==> src/rtl/ldm_stm_pkg.sv <==
// Shared types and helpers for the LDM/STM block-transfer sequencer.
package ldm_stm_pkg;

   typedef enum logic [1:0] {
      IDLE = 2'd0,
      XFER = 2'd1,
      WB   = 2'd2,
      DONE = 2'd3
   } state_e;

   localparam int         WORD_BYTES = 4;
   localparam logic [3:0] R15        = 4'd15;

   function automatic logic [4:0] popcount16(input logic [15:0] v);
      logic [4:0] c;
      c = '0;
      for (int i = 0; i < 16; i++) c = c + 5'(v[i]);
      return c;
   endfunction

endpackage

==> src/rtl/ldm_stm_seq_prio_enc16.sv <==
// Lowest-set-bit priority encoder: picks the next register of the remaining list.
module prio_enc16 (
   input  logic [15:0] vec_i,
   output logic [3:0]  idx_o,
   output logic        valid_o
);

   always_comb begin
      idx_o   = '0;
      valid_o = |vec_i;
      // Scan high to low so the last hit, i.e. the lowest set bit, wins.
      for (int i = 15; i >= 0; i--) begin
         if (vec_i[i]) idx_o = 4'(i);
      end
   end

endmodule

==> src/rtl/ldm_stm_seq.sv <==
// LDM/STM sequencer: one req/ack memory beat per listed register, then optional base writeback.
// Define LDM_STM_ABORT_EN to add the mem_abort input and aborted output.
module ldm_stm_seq
   import ldm_stm_pkg::*;
#(
   parameter int ADDR_W = 32,
   parameter int DATA_W = 32
) (
   input  logic              clk,
   input  logic              reset_n,
   input  logic              start,
   input  logic              load,
   input  logic              pre,
   input  logic              up,
   input  logic              wback,
   input  logic [3:0]        base_reg,
   input  logic [ADDR_W-1:0] base,
   input  logic [15:0]       reg_list,
   output logic              busy,
   output logic              done,
   output logic [3:0]        rf_ra,
   input  logic [DATA_W-1:0] rf_rd,
   output logic              rf_we,
   output logic [3:0]        rf_wa,
   output logic [DATA_W-1:0] rf_wd,
   output logic              pc_load,
   output logic [DATA_W-1:0] pc_wdata,
   output logic              mem_req,
   output logic              mem_we,
   output logic [ADDR_W-1:0] mem_addr,
   output logic [DATA_W-1:0] mem_wdata,
   input  logic              mem_ack,
   input  logic [DATA_W-1:0] mem_rdata
`ifdef LDM_STM_ABORT_EN
   ,
   input  logic              mem_abort,
   output logic              aborted
`endif
);

   state_e            state_q, state_d;
   logic [15:0]       list_q, list_d;
   logic [ADDR_W-1:0] addr_q, addr_d;
   logic [ADDR_W-1:0] final_base_q, final_base_d;
   logic [3:0]        base_reg_q, base_reg_d;
   logic              load_q, load_d;
   logic              wb_en_q, wb_en_d;
`ifdef LDM_STM_ABORT_EN
   logic              aborted_q, aborted_d;
`endif

   logic [3:0]        cur_idx;
   logic              cur_valid;
   logic [ADDR_W-1:0] span;
   logic [ADDR_W-1:0] start_addr;

   prio_enc16 u_prio (
      .vec_i   (list_q),
      .idx_o   (cur_idx),
      .valid_o (cur_valid)
   );

   assign span = ADDR_W'(popcount16(reg_list)) * ADDR_W'(WORD_BYTES);

   // Lowest register always sits at the lowest address; P/U only move the window.
   always_comb begin
      unique case ({pre, up})
         2'b01:   start_addr = base;
         2'b11:   start_addr = base + ADDR_W'(WORD_BYTES);
         2'b00:   start_addr = base - span + ADDR_W'(WORD_BYTES);
         default: start_addr = base - span;
      endcase
   end

   // NOTE: sequential state uses non-blocking assignments so every register samples pre-edge values.
   always_ff @(posedge clk or negedge reset_n) begin
      if (!reset_n) begin
         state_q      <= IDLE;
         list_q       <= '0;
         addr_q       <= '0;
         final_base_q <= '0;
         base_reg_q   <= '0;
         load_q       <= 1'b0;
         wb_en_q      <= 1'b0;
`ifdef LDM_STM_ABORT_EN
         aborted_q    <= 1'b0;
`endif
      end else begin
         state_q      <= state_d;
         list_q       <= list_d;
         addr_q       <= addr_d;
         final_base_q <= final_base_d;
         base_reg_q   <= base_reg_d;
         load_q       <= load_d;
         wb_en_q      <= wb_en_d;
`ifdef LDM_STM_ABORT_EN
         aborted_q    <= aborted_d;
`endif
      end
   end

   // NOTE: every output and next-state value gets a default first so no latch is inferred.
   always_comb begin
      state_d      = state_q;
      list_d       = list_q;
      addr_d       = addr_q;
      final_base_d = final_base_q;
      base_reg_d   = base_reg_q;
      load_d       = load_q;
      wb_en_d      = wb_en_q;
`ifdef LDM_STM_ABORT_EN
      aborted_d    = aborted_q;
      aborted      = 1'b0;
`endif
      busy      = (state_q != IDLE);
      done      = 1'b0;
      rf_ra     = '0;
      rf_we     = 1'b0;
      rf_wa     = '0;
      rf_wd     = '0;
      pc_load   = 1'b0;
      pc_wdata  = '0;
      mem_req   = 1'b0;
      mem_we    = 1'b0;
      mem_addr  = '0;
      mem_wdata = '0;

      unique case (state_q)
         IDLE: begin
            if (start) begin
               load_d       = load;
               base_reg_d   = base_reg;
               list_d       = reg_list;
               addr_d       = start_addr;
               final_base_d = up ? base + span : base - span;
               // A loaded base register overrides the writeback.
               wb_en_d      = wback & ~(load & reg_list[base_reg]);
`ifdef LDM_STM_ABORT_EN
               aborted_d    = 1'b0;
`endif
               state_d      = (reg_list == '0) ? DONE : XFER;
            end
         end

         XFER: begin
            mem_req  = cur_valid;
            mem_we   = ~load_q;
            mem_addr = addr_q;
            if (!load_q) begin
               rf_ra     = cur_idx;
               mem_wdata = rf_rd;
            end
`ifdef LDM_STM_ABORT_EN
            if (mem_abort) begin
               list_d    = '0;
               aborted_d = 1'b1;
               state_d   = DONE;
            end else
`endif
            if (mem_ack) begin
               if (load_q) begin
                  if (cur_idx == R15) begin
                     pc_load  = 1'b1;
                     pc_wdata = mem_rdata;
                  end else begin
                     rf_we = 1'b1;
                     rf_wa = cur_idx;
                     rf_wd = mem_rdata;
                  end
               end
               list_d = list_q & ~(16'd1 << cur_idx);
               addr_d = addr_q + ADDR_W'(WORD_BYTES);
               if (list_d == '0) state_d = wb_en_q ? WB : DONE;
            end
         end

         WB: begin
            rf_we   = 1'b1;
            rf_wa   = base_reg_q;
            rf_wd   = DATA_W'(final_base_q);
            state_d = DONE;
         end

         DONE: begin
            done    = 1'b1;
`ifdef LDM_STM_ABORT_EN
            aborted = aborted_q;
`endif
            state_d = IDLE;
         end

         default: state_d = IDLE;
      endcase
   end

endmodule

==> config.mk <==
export PLATFORM = sky130hd
export DESIGN_NAME = ldm_stm_seq
export DESIGN_NICKNAME = d
export VERILOG_FILES = /design/src/rtl/ldm_stm_pkg.sv /design/src/rtl/ldm_stm_seq_prio_enc16.sv /design/src/rtl/ldm_stm_seq.sv
export SDC_FILE = /design/constraint.sdc
export NUM_CORES = 1
export LEC_CHECK = 0
export CORE_AREA = 2 2 147 207
export CTS_CLUSTER_DIAMETER = 50
export DETAILED_ROUTE_END_ITERATION = 16
export DIE_AREA = 0 0 149 209
export GPL_TIMING_DRIVEN = 1
export SLEW_MARGIN = 10
export SYNTH_ARGS = -nofsm -noshare
export SYNTH_HDL_FRONTEND = slang
export SYNTH_SLANG_ARGS = --single-unit
==> constraint.sdc <==
create_clock -name clk -period 3.6 [get_ports clk]
set_input_delay 0.72 -clock clk [delete_from_list [all_inputs] [get_ports clk]]
set_output_delay 0.72 -clock clk [all_outputs]
set_load 0.05 [all_outputs]
==> summary.md, run 1 <==
| Metric | Value |
|---|---|
| DRC marker count from the first detailed-route iteration | 847 |
| Vias per inst | ~5.6 |
| CP Data Required Time | 3.85 ns |
| Metal3 WL | 2140 um |
| Mapped Cells | 1361 |
| Final Max Slew Viols | 0 |
| Top FF cell, synth | dfrtp_1 |
| Metal-1 WL | 17500 um |
| Largest net degree at the start of global routing | 89 |
| Final setup fails | just under 60 |
| Pre-CTS WS | -3.54 ns |
| Congestion Overflow GR | 0 |
| GPL Wtd Cong | between 0.9 and 1 |
| Antenna violations before repair | 0 |
| Routed wire length | 48300 um |
| Startpoint types | primary input |
| Relative slew slack | 0.356 |
| Placed Cells incl. Taps | 2182 |
| Tcrit/Tclk final | 1.72 |
| Max IR drop VDD | 400 uV |
| Die height | 209 um |
| Final ANT Viol Nets | 0 |
| RSZ-0062 raised after global routing | true |
| Synth Warn # | 0 |
| H-tree Lvls | 3 |
| Cell Pwr Density | between 700 and 800 nW/um^2 |
| Cell family contributing the most delay on the critical path | adder cells |
| Gr usage total | 0.302 |
| Final nets | approximately 2000 |
| Worst-Margin Slew | 0.963 ns |
| P_leak | 7.34 nW |
| Detailed Place HPWL | 37100 um |
| CP bufs+invs | 3 |
| Initial Util | 0.345 |
| Placed instance area | 15600 um^2 |
| CTS tree | done |
| Syn Area/Cell | about 7.5 um^2 |
| Synth async-reset ratio | 1.00 |
| EDFF count, synth | 0 |
| I/O pin count | 266 |
| Final hold vios | 0 |
| CTS buffer count | 9 |
| Core Footprint | 29500 um^2 |
| Max Clk Rate | approximately 160 MHz |
| Clk Latency, worst-skew pair | 0.37 ns |
| P&R area growth vs syn | 75.0% |
| Pre-antenna DRT Iters | 5 |
| Min Tclk post-route | 6.20 ns |
| Area of the multi-input gates | 8860 um^2 |
| Worst path slowest cell | fa_1 |
| Clock Skew | between 0.01 and 0.015 ns |
| Min-delay worst type | primary input to async pin |
| Final cell count without fillers | 2251 |
| Filler cell count | 2647 |
| Status | complete, but fails checks |
| Design Area, Final | between 15000 and 20000 um^2 |
| Crit-path max FO | 4 |
| CP arrival | about 6.5 ns |
| Cell Area, Synth | around 10000 um^2 |
| CP max stage delay | around 0.56 ns |
| Ant. Diodes | 0 |
| Crit. End Element | flip-flop |
| Crit path cell chain | buf_6 > inv_2 > fa_1 > fa_1 > fa_2 > fa_1 > inv_2 > ha_4 > fa_2 > fa_2 > o21bai_1 > a21oi_2 > mux2_4 > a221o_2 > a2111o_1 > or3_4 > nor2_4 > nand2_2 > xnor2_1 > a32o_1 |
| CTS root buf | clkbuf_16 |
| Synth Register Bits | 88 |
| DIE AREA | between 30000 and 40000 um^2 |
| IO buf count | 265 |
| Failing checks | setup timing |
| CTS max path bufs | 2 |
| Synth unique cells | 95 |
| # clock sinks | 88 |
| Floorplan die width | 149 um |
| Final routed DRC violation total | 0 |
| First-pass GRT wire length | 72600 um |
| Setup CP Type | primary input to flip-flop |
| Post-route core utilization | 0.603 |
| Maxcap violations | 0 |
| Wire per inst | 21.5 um |
| Final setup TNS | -118.16 ns |
| Register area | 2200 um^2 |
| Routed vias | 12600 |
| Met2 Wirelength | roughly 26000 um |
| CTS hold repair buffers | 0 |
| Vias in the first global route | 12600 |
| Max layer used | met4 |
| Reg clk slew, reported paths | 0.06 ns |
| Row count | 75 |
| Seq/Total Area, Yosys | 0.217 |
| Final WS setup | -2.60 ns |
| Post-synthesis net count | 1524 |
| Layout cells sized above 1 | 0.371 |
==> final timing paths <==
kind                                           endpoint  slack (ns)                   start  cells past startpoint
min reg2reg                       addr_q[1]$_DFFE_PN0P_        0.48   addr_q[1]$_DFFE_PN0P_                      2
min                               list_q[0]$_DFFE_PN0P_        0.36                 reset_n                      2
max in group asynchronous  final_base_q[10]$_DFFE_PN0P_        2.77                 reset_n                      2
min in group clk                  addr_q[1]$_DFFE_PN0P_        0.48   addr_q[1]$_DFFE_PN0P_                      2
max reg2reg                      state_q[0]$_DFFE_PN0P_        0.26  list_q[15]$_DFFE_PN0P_                     12
max                              addr_q[29]$_DFFE_PN0P_       -2.60            reg_list[15]                     20
==> layout make-up <==
type                    instances  area share
inverters                      58      0.0132
clock buffers                  11      0.0131
well taps                     385      0.0271
flip-flops and latches         88       0.124
repair buffers                588       0.321
multi-input cells            1117       0.498
clock inverters                 4     0.00394
==> state kept, by name (all words and copies together) (netlist names) <==
signal        count
wb_en_q           1
list_q           16
base_reg_q        4
final_base_q     32
state_q           2
addr_q           32
load_q            1
==> power breakdown <==
group	total [W]	internal, W	switching [W]
combinational	0.0106	0.00472	0.00591
clock	0.00103	0.000603	0.000430
sequential	0.00204	0.00150	0.000546
total	0.0137	0.00682	0.00688
==> Yosys cell counts (all sizes together) (7+ instances only) <==
cell    number  area, um^2
nand4       14        93.8
mux2i       14         140
nor2b       42         263
and3        24         153
a21o         9        67.6
nor2        99         397
o211ai       8        60.1
a211oi      21         158
xnor2       51         447
nor4        22         144
nor3        28         161
o22ai       19         119
o31ai        7        52.6
a22oi       41         308
buf         16         110
nand2      141         529
inv         56         210
nand2b      12        75.1
ha          27         338
mux2        14         158
xor2        26         228
o21ai      102         510
a21oi       86         434
nand3       41         205
or3         14        98.9
fa          12         240
a221oi       7        61.3
or2          7        43.8
a31oi       22         138
and2       104         651
clkbuf      82         362
dfrtp       88        2200
==> per-layer routing <==
metal / GRT usage / vias to the layer above
li1: - / 5890
met1: 0.326 / 6074
met2: 0.555 / 481
met3: 0.0338 / 140
met4: 0.184 / 0
met5: 0 / -
==> timing repair <==
action | in CTS | in global routing
setup buffers | 43 | 26
pin swaps | 112 | 88
cloned | 0 | 1
setup endpoints to repair | 128 | 129
gates resized for setup | 259 | 87
==> logic make-up after synthesis <==
kind of cell,after synthesis,synth area share
XOR/XNOR,77,0.0664
flip-flops,88,0.217
multiplexers,33,0.0404
AO/OA/AOI/OAI,392,0.249
buffers and inverters,156,0.0679
adder cells (fa/ha/maj),39,0.0569
AND/OR/NAND/NOR,576,0.303
==> through the flow <==
step / power (W) / hold WS [ns]
finish: 0.0137 / 0.363
global route: 0.0145 / 0.422
CTS: 0.0130 / 0.421
floorplan: 0.00744 / 0.424
detailed placement: 0.0108 / 0.470
global placement: 0.0107 / 0.459
==> cells in the final DEF (no fill, tap or decap), types with 15 or more instances in the layout <==
| cell type | synthesis | layout |
|---|---|---|
| xor2_1 | 26 | 21 |
| dfrtp_1 | 88 | 88 |
| and2_1 | 103 | 91 |
| nor2_1 | 95 | 78 |
| nand3_1 | 41 | 33 |
| xnor2_2 | 0 | 18 |
| a22oi_1 | 41 | 38 |
| buf_6 | 6 | 62 |
| and3_1 | 22 | 21 |
| o21ai_1 | 2 | 37 |
| clkdlybuf4s50_1 | 0 | 179 |
| buf_12 | 0 | 43 |
| o21ai_0 | 100 | 55 |
| nor2b_1 | 42 | 40 |
| nor2_4 | 3 | 15 |
| nand2_1 | 141 | 127 |
| a21oi_1 | 85 | 71 |
| buf_4 | 1 | 296 |
| xnor2_1 | 51 | 32 |
| a31oi_1 | 22 | 20 |
| inv_1 | 56 | 39 |
Power figures use the tool's default switching activity.
==> run 2: changes to the inputs <==
- HOLD_SLACK_MARGIN: default -> 0.05
==> results of run 2 <==
Same layout as run 1: the final DEF is identical, and so are final timing and power.
==> run 3: changes to the inputs <==
- RECOVER_POWER: default -> 50
==> run 3 against run 2 <==
The run ends with capacitance limit, slew limit, setup timing left. Count of clock-buffer cells in the layout did not move. Sequential share of layout area is 0.052 points higher. Total power is 0.77% lower. Critical path depth unchanged. Worst hold slack improved by 0.12 ns. Global-route usage did not move. First-iteration DRC count rose by 4.1%. Critical path type unchanged. Highest routed layer unchanged.
==> summary.md, run 3 (synthesis gave the netlist of run 1 again) <==
| Metric | Value |
|---|---|
| GPL Wtd Cong | 0.997 (unchanged) |
| Final setup TNS | -118.45 ns (-0.289 ns) |
| Switching power share of the total | 0.504 (+0.00177) |
| Relative slew slack | -0.592 (-0.948) |
| Logic gate share of total power | 0.774 (about the same) |
| DIE AREA | 31100 um^2 (unchanged) |
| Clk Latency, worst-skew pair | 0.36 ns (about the same) |
| Ant. Diodes | 0 (unchanged) |
| RSZ-0062 raised after global routing | true |
| Crit. End Element | flip-flop |
| Status | complete, but fails checks |
| Die height | 209 um (unchanged) |
| Most frequent cells in the layout | buf_4, clkdlybuf4s50_1, nand2_1 |
| Final routed DRC violation total | 0 (unchanged) |
| Hold path depth | 2 |
| Detailed Place HPWL | 37100 um (unchanged) |
| Final nets | 2025 (unchanged) |
| Layout cells sized above 1 | 0.368 (-0.00268) |
| Flop pwr share | 0.150 (about the same) |
| Final WS setup | -2.59 ns (+0.00590 ns) |
| Vias per inst | 5.62 (+0.57%) |
| Routed wire length | 48300 um (-0.17%) |
| Initial Util | 0.345 (unchanged) |
| Routed vias | 12700 (+0.57%) |
| Placed Cells incl. Taps | 2182 (unchanged) |
| Tcrit/Tclk final | 1.72 (about the same) |
| Vias in the first global route | 12600 (unchanged) |
| Final ANT Viol Nets | 0 (unchanged) |
| Clock power share | 0.076 (about the same) |
| Pre-CTS WS | -3.54 ns (unchanged) |
| CTS root buf | clkbuf_16 |
| Gr usage total | 0.302 (unchanged) |
| CP endpoint | addr_q[29]$_DFFE_PN0P_ |
| H-tree Lvls | 3 (unchanged) |
| Congestion Overflow GR | 0 (unchanged) |
| P&R area growth vs syn | 74.3% |
| Pre-antenna DRT Iters | 5 (unchanged) |
| Maxcap violations | 2 (+2) |
| CP arrival | 6.45 ns (about the same) |
| Antenna violations before repair | 0 (unchanged) |
| Core Footprint | 29500 um^2 (unchanged) |
| Row count | 75 (unchanged) |
| Setup CP Type | primary input to flip-flop |
| DRC marker count from the first detailed-route iteration | 882 (+4.1%) |
| P_leak | 7.34 nW (about the same) |
| R2R Path End | addr_q[26]$_DFFE_PN0P_ |
| Worst R2R Setup Slack | 0.05 ns (-0.21 ns) |
| Int Power | 0.00674 W (-1.1%) |
| Crit-path max FO | 4 (unchanged) |
| CTS hold repair buffers | 0 (unchanged) |
| IO buf count | 265 (unchanged) |
| Final hold vios | 0 (unchanged) |
| CTS buffer count | 9 (unchanged) |
| Failing checks | capacitance limit, slew limit, setup timing |
| First-pass GRT wire length | 72600 um (unchanged) |
| Worst reg2reg path depth | 12 (unchanged) |
| Final cell count without fillers | 2251 (unchanged) |
| Final setup fails | 59 (unchanged) |
| P_sw | 0.00685 W (-0.43%) |
| # clock sinks | 88 (unchanged) |
| CTS tree | done |
| Max IR drop VDD | 399 uV (-0.37%) |
| Reg clk slew, reported paths | 0.07 ns (about the same) |
| Min-delay worst type | flip-flop to flip-flop |
| CP startpoint | reg_list[0] |
| Commonest non-fill, non-tap cell in the layout | buf_4 |
| Wire per inst | 21.4 um (-0.17%) |
| Startpoint types | primary input |
| RR Startpoint | state_q[1]$_DFFE_PN0P_ |
| Min Tclk post-route | 6.19 ns (-0.00590 ns) |
| Cell Pwr Density | 768 nW/um^2 (-0.36%) |
| Final Max Slew Viols | 145 (+145) |
| Largest net degree at the start of global routing | 89 (unchanged) |
| CP Data Required Time | 3.85 ns (about the same) |
| Largest regs | addr_q x32, final_base_q x32, list_q x16 |
| Post-layout power | 0.0136 W (-0.77%) |
| Clock Skew | 0.00744 ns (-0.00366 ns) |
| I/O pin count | 266 (unchanged) |
| Floorplan die width | 149 um (unchanged) |
| Max Clk Rate | 161 MHz (about the same) |
| Worst-Margin Slew | 2.39 ns (+1.43 ns) |
| CTS max path bufs | 2 (unchanged) |
-- run 3: power groups by stage --
stage          logic [W]  clock network [W]  registers [W]
5_1_grt           0.0112            0.00108        0.00211
3_3_place_gp     0.00868                  0        0.00204
4_1_cts          0.00988            0.00104        0.00203
3_5_place_dp     0.00875                  0        0.00205
6_report          0.0105            0.00103        0.00204
2_1_floorplan    0.00563                  0        0.00181
-- run 3: how the worst min path moves through the flow --
stage / startpoint / endpoint / slack, ns
after floorplan: reset_n / addr_q[0]$_DFFE_PN0P_ / 0.42
after global placement: addr_q[0]$_DFFE_PN0P_ / addr_q[0]$_DFFE_PN0P_ / 0.46
after detailed placement: addr_q[1]$_DFFE_PN0P_ / addr_q[1]$_DFFE_PN0P_ / 0.47
after CTS: reset_n / list_q[13]$_DFFE_PN0P_ / 0.42
after global routing: addr_q[1]$_DFFE_PN0P_ / addr_q[1]$_DFFE_PN0P_ / 0.52
final: addr_q[1]$_DFFE_PN0P_ / addr_q[1]$_DFFE_PN0P_ / 0.48
-- run 3: layout make-up --
type	instances	area (um^2)
fillers	2657	11800
multi-input cells	1117	8840
repair buffers	588	5650
flip-flops and latches	88	2200
well taps	385	482
inverters	58	235
clock buffers	11	233
clock inverters	4	70.1
-- run 3: per-layer routing --
layer / vias up / routed length, um / global-route usage
met5: - / 0 / 0
met4: 0 / 3180 / 0.184
met3: 152 / 2040 / 0.0338
met2: 502 / 25500 / 0.555
met1: 6112 / 17500 / 0.326
li1: 5891 / - / -
-- run 3: per-stage QoR --
| stage | util | area, um^2 | hold slack [ns] |
|---|---|---|---|
| floorplan | - | 10600 | 0.424 |
| global placement | 0.531 | 15600 | 0.459 |
| detailed placement | 0.531 | 15600 | 0.470 |
| CTS | 0.583 | 17200 | 0.421 |
| global route | 0.601 | 17700 | 0.520 |
| finish | 0.601 | 17700 | 0.483 |
-- run 3: timing repair --
item | CTS | global route
gates resized for setup | 259 | 87
setup buffers | 43 | 26
endpoints found under the setup margin | 128 | 129
gates cloned | 0 | 1
pin swaps | 112 | 88
-- run 3: critical path, cell delays in order --
cell and delay, ns:
buf_8 0.08, inv_4 0.04, fa_1 0.50, fa_2 0.58
fa_2 0.44, fa_1 0.51, inv_2 0.05, ha_4 0.16
fa_2 0.52, fa_2 0.41, o21bai_1 0.19, a21oi_2 0.10
mux2_4 0.31, a221o_2 0.37, a2111o_1 0.47, or3_4 0.39
nor2_4 0.16, nand2_2 0.07, xnor2_1 0.13, a32o_1 0.24
